===== src/rtl/instruction_fetch_unit.sv =====
// rtl/instruction_fetch_unit.sv - program counter and single-outstanding instruction-cache fetch stage
// Optional misaligned-redirect fault handling: define IFU_MISALIGN_CHECK_EN.
module instruction_fetch_unit #(
    parameter logic [31:0] RESET_PC = 32'h0000_0000
) (
    input  logic        clk,
    input  logic        rstn,
    input  logic        pc_en,
    input  logic        redirect_valid,
    input  logic [31:0] redirect_pc,
    output logic        icache_req,
    output logic [31:0] icache_addr,
    input  logic        icache_ready,
    input  logic        icache_rsp_valid,
    input  logic [31:0] icache_rsp_data,
    output logic [31:0] ins,
    output logic [31:0] ins_pc,
    output logic        ins_valid,
    output logic        misalign_fault
);

    typedef enum logic [2:0] {
        ST_IDLE,
        ST_REQ,
        ST_WAIT,
`ifdef IFU_MISALIGN_CHECK_EN
        ST_HOLD,
        ST_FAULT
`else
        ST_HOLD
`endif
    } state_t;

    state_t      state;
    logic [31:0] pc;
    logic        drop;
    logic [31:0] ins_q;
    logic [31:0] ins_pc_q;
    logic [31:0] redirect_target;
    logic [31:0] pc_next_seq;

    assign pc_next_seq = pc + 32'd4;

`ifdef IFU_MISALIGN_CHECK_EN
    logic redirect_bad;
    logic fault_q;

    // A misaligned target is never loaded; it diverts the stage into FAULT instead.
    assign redirect_bad    = redirect_valid && (redirect_pc[1:0] != 2'b00);
    assign redirect_target = redirect_pc;
    assign misalign_fault  = fault_q;
`else
    assign redirect_target = redirect_pc & 32'hFFFF_FFFC;
    assign misalign_fault  = 1'b0;
`endif

    // Outputs come from registers or the state decode only, never straight from inputs.
    assign icache_req  = (state == ST_REQ);
    assign icache_addr = pc;
    assign ins_valid   = (state == ST_HOLD);
    assign ins         = ins_q;
    assign ins_pc      = ins_pc_q;

    always_ff @(posedge clk or negedge rstn) begin
        if (!rstn) begin
            state    <= ST_IDLE;
            pc       <= RESET_PC;
            drop     <= 1'b0;
            ins_q    <= 32'd0;
            ins_pc_q <= 32'd0;
`ifdef IFU_MISALIGN_CHECK_EN
            fault_q  <= 1'b0;
`endif
        end else begin
            case (state)
                ST_IDLE: begin
                    state <= ST_REQ;
                end

                ST_REQ: begin
`ifdef IFU_MISALIGN_CHECK_EN
                    if (redirect_bad) begin
                        fault_q <= 1'b1;
                        drop    <= 1'b0;
                        state   <= ST_FAULT;
                    end else
`endif
                    begin
                        if (redirect_valid) begin
                            pc <= redirect_target;
                        end
                        // An address accepted alongside a redirect is stale, so its data is dropped.
                        if (icache_ready) begin
                            drop  <= redirect_valid;
                            state <= ST_WAIT;
                        end
                    end
                end

                ST_WAIT: begin
`ifdef IFU_MISALIGN_CHECK_EN
                    if (redirect_bad) begin
                        fault_q <= 1'b1;
                        drop    <= 1'b0;
                        state   <= ST_FAULT;
                    end else
`endif
                    if (icache_rsp_valid) begin
                        if (drop || redirect_valid) begin
                            drop  <= 1'b0;
                            state <= ST_REQ;
                            if (redirect_valid) begin
                                pc <= redirect_target;
                            end
                        end else begin
                            ins_q    <= icache_rsp_data;
                            ins_pc_q <= pc;
                            state    <= ST_HOLD;
                        end
                    end else if (redirect_valid) begin
                        pc   <= redirect_target;
                        drop <= 1'b1;
                    end
                end

                ST_HOLD: begin
`ifdef IFU_MISALIGN_CHECK_EN
                    if (redirect_bad) begin
                        fault_q  <= 1'b1;
                        ins_q    <= 32'd0;
                        ins_pc_q <= 32'd0;
                        state    <= ST_FAULT;
                    end else
`endif
                    if (redirect_valid) begin
                        pc       <= redirect_target;
                        ins_q    <= 32'd0;
                        ins_pc_q <= 32'd0;
                        state    <= ST_REQ;
                    end else if (pc_en) begin
                        pc       <= pc_next_seq;
                        ins_q    <= 32'd0;
                        ins_pc_q <= 32'd0;
                        state    <= ST_REQ;
                    end
                end

`ifdef IFU_MISALIGN_CHECK_EN
                // Terminal until reset; any late response is simply never consumed.
                ST_FAULT: begin
                    drop <= 1'b0;
                end
`endif

                default: begin
                    state <= ST_IDLE;
                end
            endcase
        end
    end

endmodule


===== config.mk =====
export PLATFORM = sky130hd
export DESIGN_NAME = instruction_fetch_unit
export DESIGN_NICKNAME = d
export VERILOG_FILES = /design/src/rtl/instruction_fetch_unit.sv
export SDC_FILE = /design/constraint.sdc
export NUM_CORES = 1
export LEC_CHECK = 0
export ABC_AREA = 0
export ABC_CLOCK_PERIOD_IN_PS = 3400
export BUFFER_PORTS_ARGS = -buffer_cell sky130_fd_sc_hd__buf_4
export CAP_MARGIN = 20
export CORE_MARGIN = 2
export CORE_UTILIZATION = 52
export DETAILED_ROUTE_END_ITERATION = 8
export PLACE_DENSITY = 0.93
export SLEW_MARGIN = 25
export SYNTH_ARGS = -nofsm -noshare
export SYNTH_HDL_FRONTEND = slang
export SYNTH_SLANG_ARGS = --single-unit
export TNS_END_PERCENT = 50

===== constraint.sdc =====
create_clock -name clk -period 3.4 [get_ports clk]
set_input_delay 0.51 -clock clk [delete_from_list [all_inputs] [get_ports clk]]
set_output_delay 0.51 -clock clk [all_outputs]
set_load 0.03 [all_outputs]

# After elaboration in Yosys (flattened, before gate mapping)
# Cells that the tools add are included.
# totals
register_bits	100
input_bits	70
output_inout_bits	99
wordCells	49
# op_classes
n_addsub	1
n_eq_ne	9
muxes	25
reduce_logical	9
# ops
cell	n
$mux W32	11
$pmux W32 S2	2
$pmux W32 S3	1
$add A32 B3 Y32 const B	1
$mux W3	4
$pmux W3 S4	1
$ne A3 B3 Y1 const B	3
$reduce_and A4 Y1	2
$eq A3 B2 Y1 const B	2
$reduce_and A3 Y1	2
$mux W1	4
$ne A2 B2 Y1 const B	2
$reduce_bool A2 Y1	2
$eq A3 B1 Y1 const B	1
$logic_not A3 Y1	1
$reduce_bool A3 Y1	1
$mux W2	1
$ne A2 B1 Y1 const B	1
$pmux W1 S2	1
$logic_or A1 B1 Y1	1

# Depth between registers and ports, before layout
# Gate-level depths: netlist (run 1).
# logic_depth
depth_word	4
ltp_mapped	8
ltp_nobuf	5

# Worst setup path after synthesis (run 1)
# Ideal clock, no wire load.
# synth_path
path_kind	flip-flop to flip-flop
startpoint	register pc[6] (netlist: icache_addr[6])
endpoint	register pc[31] (netlist: icache_addr[31])
setup_ps	129
arrival_time_ps	1861
required_ps	3271
setup_slack_ps	1410
stages_incl_launch_ff	6
path_buffers	1
period_less_slack_ps	1990
cell_sequence	dfrtp_1 > buf_2 > nand4_4 > nor4_4 > a31oi_1 > a2111o_1
# synth_via
elab_chain_cells	4
# synth_rtl
element	line	source
start: declaration	35	logic [31:0] pc;
start signal: assignment	90	pc <= redirect_target;
start signal: assignment	113	pc <= redirect_target;
start signal: assignment	121	pc <= redirect_target;
$add A32 B3 Y32	42	assign pc_next_seq = pc + 32'd4;
$mux W32	140	end else if (pc_en) begin
$mux W32	135	if (redirect_valid) begin
$pmux W32 S3	75	case (state)
# Every way passes these cells. The select of a mux whose other input is x is not followed.
# A chain may end at the register's enable or synchronous reset.

# Worst setup path after layout (run 1)
# layout_path
startpoint	register state[0]
endpoint	register pc[20] (netlist: icache_addr[20])
# layout_via
elab_chain_cells	3
elab_cells_between_ends	8
classes_between	eq/ne (5); mux (1); reduce/logical (2)
# layout_rtl
element	line	source
start: declaration	34	state_t state;
start signal: assignment	66	state <= ST_IDLE;
start signal: assignment	77	state <= ST_REQ;
start signal: assignment	95	state <= ST_WAIT;
$eq A3 B2 Y1 or $eq A3 B1 Y1 (tied branches)	75	
$ne A3 B3 Y1 (no source line) or $reduce_bool A3 Y1 (tied branches)	n/a	
$reduce_and A3 Y1 (no source line)	n/a	
# Several ways; a longest one is shown, not always the timed one.

==> results of run 1 <==
## cell families (layout without fill, tap and decap cells)
group | after synthesis | after routing | share of synthesized area [%]
other | 1 | 3 | 0.07735
DFF | 96 | 96 | 49.55
and+or+nand+nor | 232 | 232 | 23.23
adders and majority gates | 1 | 1 | 0.2580
AOI/OAI and AO/OA | 173 | 173 | 21.52
buffers and inverters | 60 | 199 | 5.368
## worst max path at each step
stage / endpoint / cells after the start
floorplan: icache_addr[31]$_DFFE_PN0P_ / 5
global route: icache_addr[2]$_DFFE_PN0P_ / 5
CTS: icache_addr[20]$_DFFE_PN0P_ / 5
finish: icache_addr[20]$_DFFE_PN0P_ / 5
detailed placement: icache_addr[20]$_DFFE_PN0P_ / 5
global placement: icache_addr[20]$_DFFE_PN0P_ / 5
## final cells by class
| cell class | instances | share of cell area [%] |
|---|---|---|
| Sequential cell | 96 | 38.11 |
| Multi-Input combinational cell | 409 | 35.01 |
| Timing Repair Buffer | 172 | 20.54 |
| Tap cell | 111 | 2.203 |
| Clock buffer | 10 | 2.025 |
| Clock inverter | 6 | 1.449 |
| Inverter | 11 | 0.6550 |
## per-layer routing
layer,vias up,wire length [um],part of all wire (%),GRT usage [%]
met2,280,6409,48,41.30
met5,-,0,0,0
met3,38,1139,8.5,4.092
met4,0,392,2.9,9.273
met1,2234,5501,41,36.89
li1,2253,-,-,-
## power by group through the flow
stage                     Combinational, W  Clock, W  Sequential, W
final                              0.00339  0.000820        0.00226
after global placement             0.00329         0        0.00220
after floorplan                    0.00133         0        0.00301
after global routing               0.00367  0.000879        0.00233
after detailed placement           0.00340         0        0.00226
after CTS                          0.00340  0.000837        0.00224
## flip-flops by register name, indices dropped and copies added, names as in the netlist
| name | flops |
|---|---|
| ins | 32 |
| ins_pc | 31 |
| icache_addr | 30 |
| state | 2 |
| drop | 1 |
## stage by stage
stage / std cells / utilization [%] / setup slack (ps) / total power (W) / instance area (um^2)
after floorplan: 565 / - / 1410 / 0.004333 / 4856
after global placement: 799 / 66.44 / 1062 / 0.005490 / 6081
after detailed placement: 799 / 66.44 / 953.6 / 0.005655 / 6081
after CTS: 815 / 68.83 / 911.4 / 0.006478 / 6300
after global routing: 815 / 68.87 / 652.5 / 0.006876 / 6304
final: 815 / 68.87 / 864.0 / 0.006472 / 6304
## Yosys cell counts, drive strengths merged, types with 3 or more instances
library cell	instances	area, um^2
nor3b	6	45.04
dfrtp	96	2402
o22ai	3	18.77
nor3	7	50.05
o21bai	6	45.04
a311oi	5	43.79
o31ai	5	37.54
nor2	10	37.54
nand4	11	83.83
inv	11	41.29
buf	20	110.1
and2	9	56.30
nor2b	4	25.02
a21oi	29	145.1
and3	6	37.54
a31o	4	35.03
nand2	144	540.5
nand3	12	60.06
clkbuf	29	108.9
and4	9	78.83
o21ai	82	414.1
a211oi	17	127.6
a31oi	7	43.79
nor4	6	52.55
==> flow_summary.json, run 1 <==
{
  "chipHeight_um": 100.6,
  "reg2reg_from": "state[0]$_DFFE_PN0P_",
  "dp_hpwl_mm": 9.477,
  "grt_max_degree": 84,
  "cts-root-buf": "clkbuf_8",
  "antenna_left": 0,
  "ys_warn_count": 0,
  "cpPeakStageDelay_ps": 660,
  "first_iter_violations": 332,
  "start_util_pct": 52.97,
  "grt_antenna_before_repair": 0,
  "path_delay_family": "simple AND/OR/NAND/NOR gates",
  "clock_sinks": 96,
  "startpoint_type": "register",
  "synth-async-reset-ratio_pct": 100.0,
  "worst-endpoint-arrival_ps": 2810,
  "antennaDiodeCount": 0,
  "cts_tree": "done",
  "swShare_pct": 49.81,
  "num_rows": 35,
  "htree_levels": 3,
  "required_ps": 3670,
  "dr_total_vias": 4805,
  "seq_power_share_pct": 34.9,
  "drive_above_1_share_pct": 28.27,
  "avgSynthCellArea_um2": 8.612,
  "critPathCaptureType": "register",
  "hold_buffers": 0,
  "firstDrtPassIters": 5,
  "synth-edff-count": 0,
  "multi_input_area_um2": 2207,
  "finalMaxSlewViolations": 0,
  "r2r_slack_ps": 860,
  "grt_pass1_vias": 4223,
  "clock.fmax_mhz": 394.3,
  "cts_setup_buffers": 0,
  "p_comb_share_pct": 52.4,
  "synth_area_um2": 4848,
  "fin_skew_ps": 11.13,
  "setup_tns_ps": 0,
  "p_sw_w": 0.003224,
  "ys_seq_area_share_pct": 49.55,
  "crit_buf_inv": 1,
  "rsz0062_at_grt": "false",
  "seq_area_um2": 2402,
  "cts_buffer_depth": 2,
  "worst_path_max_delay_cell": "dfrtp_1",
  "cts_made_buffers": 9,
  "outcome": "completed",
  "n_fill_cell": 748,
  "relSlewSlack_pct": 44.26,
  "hold_path_class": "input pin to async pin",
  "clk_pin_slew_ps": 100,
  "drc": 0,
  "overflow": 0,
  "grt_usage_pct": 26.15,
  "r2r_cells": 5,
  "pwr-share-clk_pct": 12.7,
  "p_leak_nw": 3.019,
  "core-area_um2": 9153,
  "min_period_ps": 2536,
  "layout_commonest_cell": "buf_4",
  "area_growth_pct": 30.01,
  "netlist_instances": 563,
  "io_pins": 169,
  "hold_viol": 0,
  "vias_per_cell": 5.896,
  "tightest_slew_ps": 828.5,
  "crit_start": "state[0]$_DFFE_PN0P_",
  "wl_mm": 13.44,
  "place.port_buffers": 163,
  "synth_ff_type": "dfrtp_1",
  "final_cell_mix": "buf_4 (171), nand2_1 (143), dfrtp_1 (96)",
  "p_int_w": 0.003248,
  "max-vdd-ir-drop_v": 0.0005130,
  "gp_congestion": 0.8569,
  "dieArea_um2": 10110,
  "crit_fanout": 18,
  "timing.rr.end": "icache_addr[20]$_DFFE_PN0P_",
  "die_x_um": 100.6,
  "fin_nets": 770,
  "ys_ff_latch": 96,
  "grt_pass1_wl_mm": 21.08,
  "postCtsResizedCells": 0,
  "whs_ps": 173.4,
  "powerDensity_nw_per_um2": 1027,
  "clock_latency_ps": 360,
  "routedWlPerCell_um": 16.49,
  "setup-violations-final": 0,
  "cap_violations": 0,
  "synth_cell_types": 52,
  "period_share_pct": 74.59,
  "crit_chain": "nand3_1, nand2_1, buf_4, o21bai_1, nor3_1",
  "worstSetupPathType": "register to register"
}
No activity file was read; power rests on OpenSTA's default activity.
==> run 2: changes to the inputs <==
--- a/config.mk
+++ b/config.mk
@@ -6,13 +6,13 @@
 export NUM_CORES = 1
 export LEC_CHECK = 0
 export ABC_AREA = 0
-export ABC_CLOCK_PERIOD_IN_PS = 3400
+export ABC_CLOCK_PERIOD_IN_PS = 2600
 export BUFFER_PORTS_ARGS = -buffer_cell sky130_fd_sc_hd__buf_4
 export CAP_MARGIN = 20
 export CORE_MARGIN = 2
-export CORE_UTILIZATION = 52
+export CORE_UTILIZATION = 50
 export DETAILED_ROUTE_END_ITERATION = 8
-export PLACE_DENSITY = 0.93
+export PLACE_DENSITY = 0.9
 export SLEW_MARGIN = 25
 export SYNTH_ARGS = -nofsm -noshare
 export SYNTH_HDL_FRONTEND = slang
==> constraint.sdc (replaced) <==
create_clock -name clk -period 2.6 [get_ports clk]
set_input_delay 0.39 -clock clk [delete_from_list [all_inputs] [get_ports clk]]
set_output_delay 0.39 -clock clk [all_outputs]
set_load 0.03 [all_outputs]
==> run 2 against run 1 <==
Compared with the run above:
- register-to-register slack worse by 390 ps
- combinational power up 32%
- maximum frequency up 19%
- die area up 3.8%
- count of clock-buffer cells in the layout unchanged
- total power up 30%
- routed wire length up 5.1%
==> flow_summary.json, run 2 (same netlist as run 1, synthesis figures left out) <==
{
  "hold_viol": 0,
  "r2r_cells": 4,
  "place.port_buffers": 163,
  "antennaDiodeCount": 0,
  "final_cell_mix": "buf_4 (175), nand2_1 (143), dfrtp_1 (96)",
  "rsz0062_at_grt": "false",
  "overflow": 0,
  "cts_buffer_depth": 2,
  "core-area_um2": 9328,
  "worstSetupPathType": "register to register",
  "fin_nets": 774,
  "clock.fmax_mhz": 469.8,
  "r2r_slack_ps": 470,
  "fin_skew_ps": 14.38,
  "critPathCaptureType": "register",
  "drive_above_1_share_pct": 28.81,
  "largest_reg_flops": 32,
  "clk_pin_slew_ps": 110,
  "htree_levels": 3,
  "max-vdd-ir-drop_v": 0.0005999,
  "setup-violations-final": 0,
  "vias_per_cell": 5.756,
  "first_iter_violations": 451,
  "worst-endpoint-arrival_ps": 2370,
  "cts-root-buf": "clkbuf_8",
  "required_ps": 2840,
  "startpoint_type": "register",
  "antenna_left": 0,
  "crit_fanout": 9,
  "tightest_slew_ps": 699.4,
  "routedWlPerCell_um": 16.89,
  "grt_max_degree": 72,
  "num_rows": 35,
  "reg2reg_from": "icache_addr[14]$_DFFE_PN0P_",
  "period_share_pct": 81.87,
  "io_pins": 169,
  "die_x_um": 102.5,
  "postCtsResizedCells": 0,
  "fin_area_um2": 6341,
  "gp_congestion": 0.8819,
  "start_util_pct": 51.98,
  "powerDensity_nw_per_um2": 1330,
  "power_w": 0.008436,
  "finalNonFillerCells": 837,
  "finalMaxSlewViolations": 0,
  "drc": 0,
  "clock_sinks": 96,
  "grt_usage_pct": 27.14,
  "setup_tns_ps": 0,
  "outcome": "completed",
  "layout_commonest_cell": "buf_4",
  "cts_made_buffers": 9,
  "area_growth_pct": 30.79,
  "dp_hpwl_mm": 10.24,
  "wl_mm": 14.13,
  "dp_slack_ps": 572.3,
  "hold_buffers": 0,
  "hold_path_class": "input pin to async pin",
  "clock_latency_ps": 370,
  "fin_ws_ps": 471.5,
  "dr_total_vias": 4818,
  "firstDrtPassIters": 5,
  "grt_antenna_before_repair": 0,
  "relSlewSlack_pct": 52.94,
  "dpl.cell_count": 821,
  "chipHeight_um": 102.5,
  "grt_pass1_vias": 4449,
  "placed_area_um2": 6146,
  "p_leak_nw": 3.042,
  "cts_setup_buffers": 0,
  "dieArea_um2": 10500,
  "grt_pass1_wl_mm": 22.49,
  "min_period_ps": 2129,
  "timing.rr.end": "icache_addr[31]$_DFFE_PN0P_",
  "cts_tree": "done",
  "cap_violations": 0
}
run 2: cell types whose count changed in the layout (fill, tap and decap cells not counted), sizes merged:
cell | previous run | this run
clkinvlp | 3 | 0
inv | 12 | 16
bufinv | 2 | 0
buf | 172 | 176
clkinv | 0 | 1
run 2: layout make-up:
class | instances | area [um^2]
fill | 739 | 2987
sequential | 96 | 2402
multi-input combinational | 409 | 2207
timing repair buffer | 176 | 1334
tap | 129 | 161.4
clock buffer | 10 | 137.6
clock inverter | 6 | 57.56
inverter | 11 | 41.29
run 2: worst max-delay path, stage by stage (launching register included):
cell and delay (ps):
dfrtp_1 520, nand4_1 320, nor3_2 600, a31oi_1 160
a2111o_1 410
run 2: routing by layer:
metal	share of wire (%)	global-route usage, %
met1	41	36.89
met2	48	43.89
met3	9.2	5.540
met4	2.2	8.718
met5	0	0
run 2: where the power goes:
| group | internal, W | leakage, nW | switching, W |
|---|---|---|---|
| Combinational | 0.00156 | 1.75 | 0.00293 |
| Sequential | 0.00216 | 1.19 | 0.000811 |
| Clock | 0.000400 | 0.102 | 0.000579 |
run 2: worst max path at each step:
stage | from | endpoint | slack, ps
after floorplan | icache_addr[6]$_DFFE_PN0P_ | icache_addr[31]$_DFFE_PN0P_ | 610
after global routing | icache_addr[2]$_DFFE_PN0P_ | icache_addr[22]$_DFFE_PN0P_ | 240
after CTS | icache_addr[2]$_DFFE_PN0P_ | icache_addr[22]$_DFFE_PN0P_ | 510
final | icache_addr[14]$_DFFE_PN0P_ | icache_addr[31]$_DFFE_PN0P_ | 470
after global placement | state[0]$_DFFE_PN0P_ | icache_addr[19]$_DFFE_PN0P_ | 650
after detailed placement | icache_addr[2]$_DFFE_PN0P_ | icache_addr[22]$_DFFE_PN0P_ | 570
run 2: stage by stage:
| step | util (%) | hold WS (ps) |
|---|---|---|
| global placement | 65.89 | 436.4 |
| global route | 67.98 | 67.78 |
| detailed placement | 65.89 | 452.5 |
| CTS | 67.98 | 51.07 |
| finish | 67.98 | 17.11 |
| floorplan | - | 94.41 |
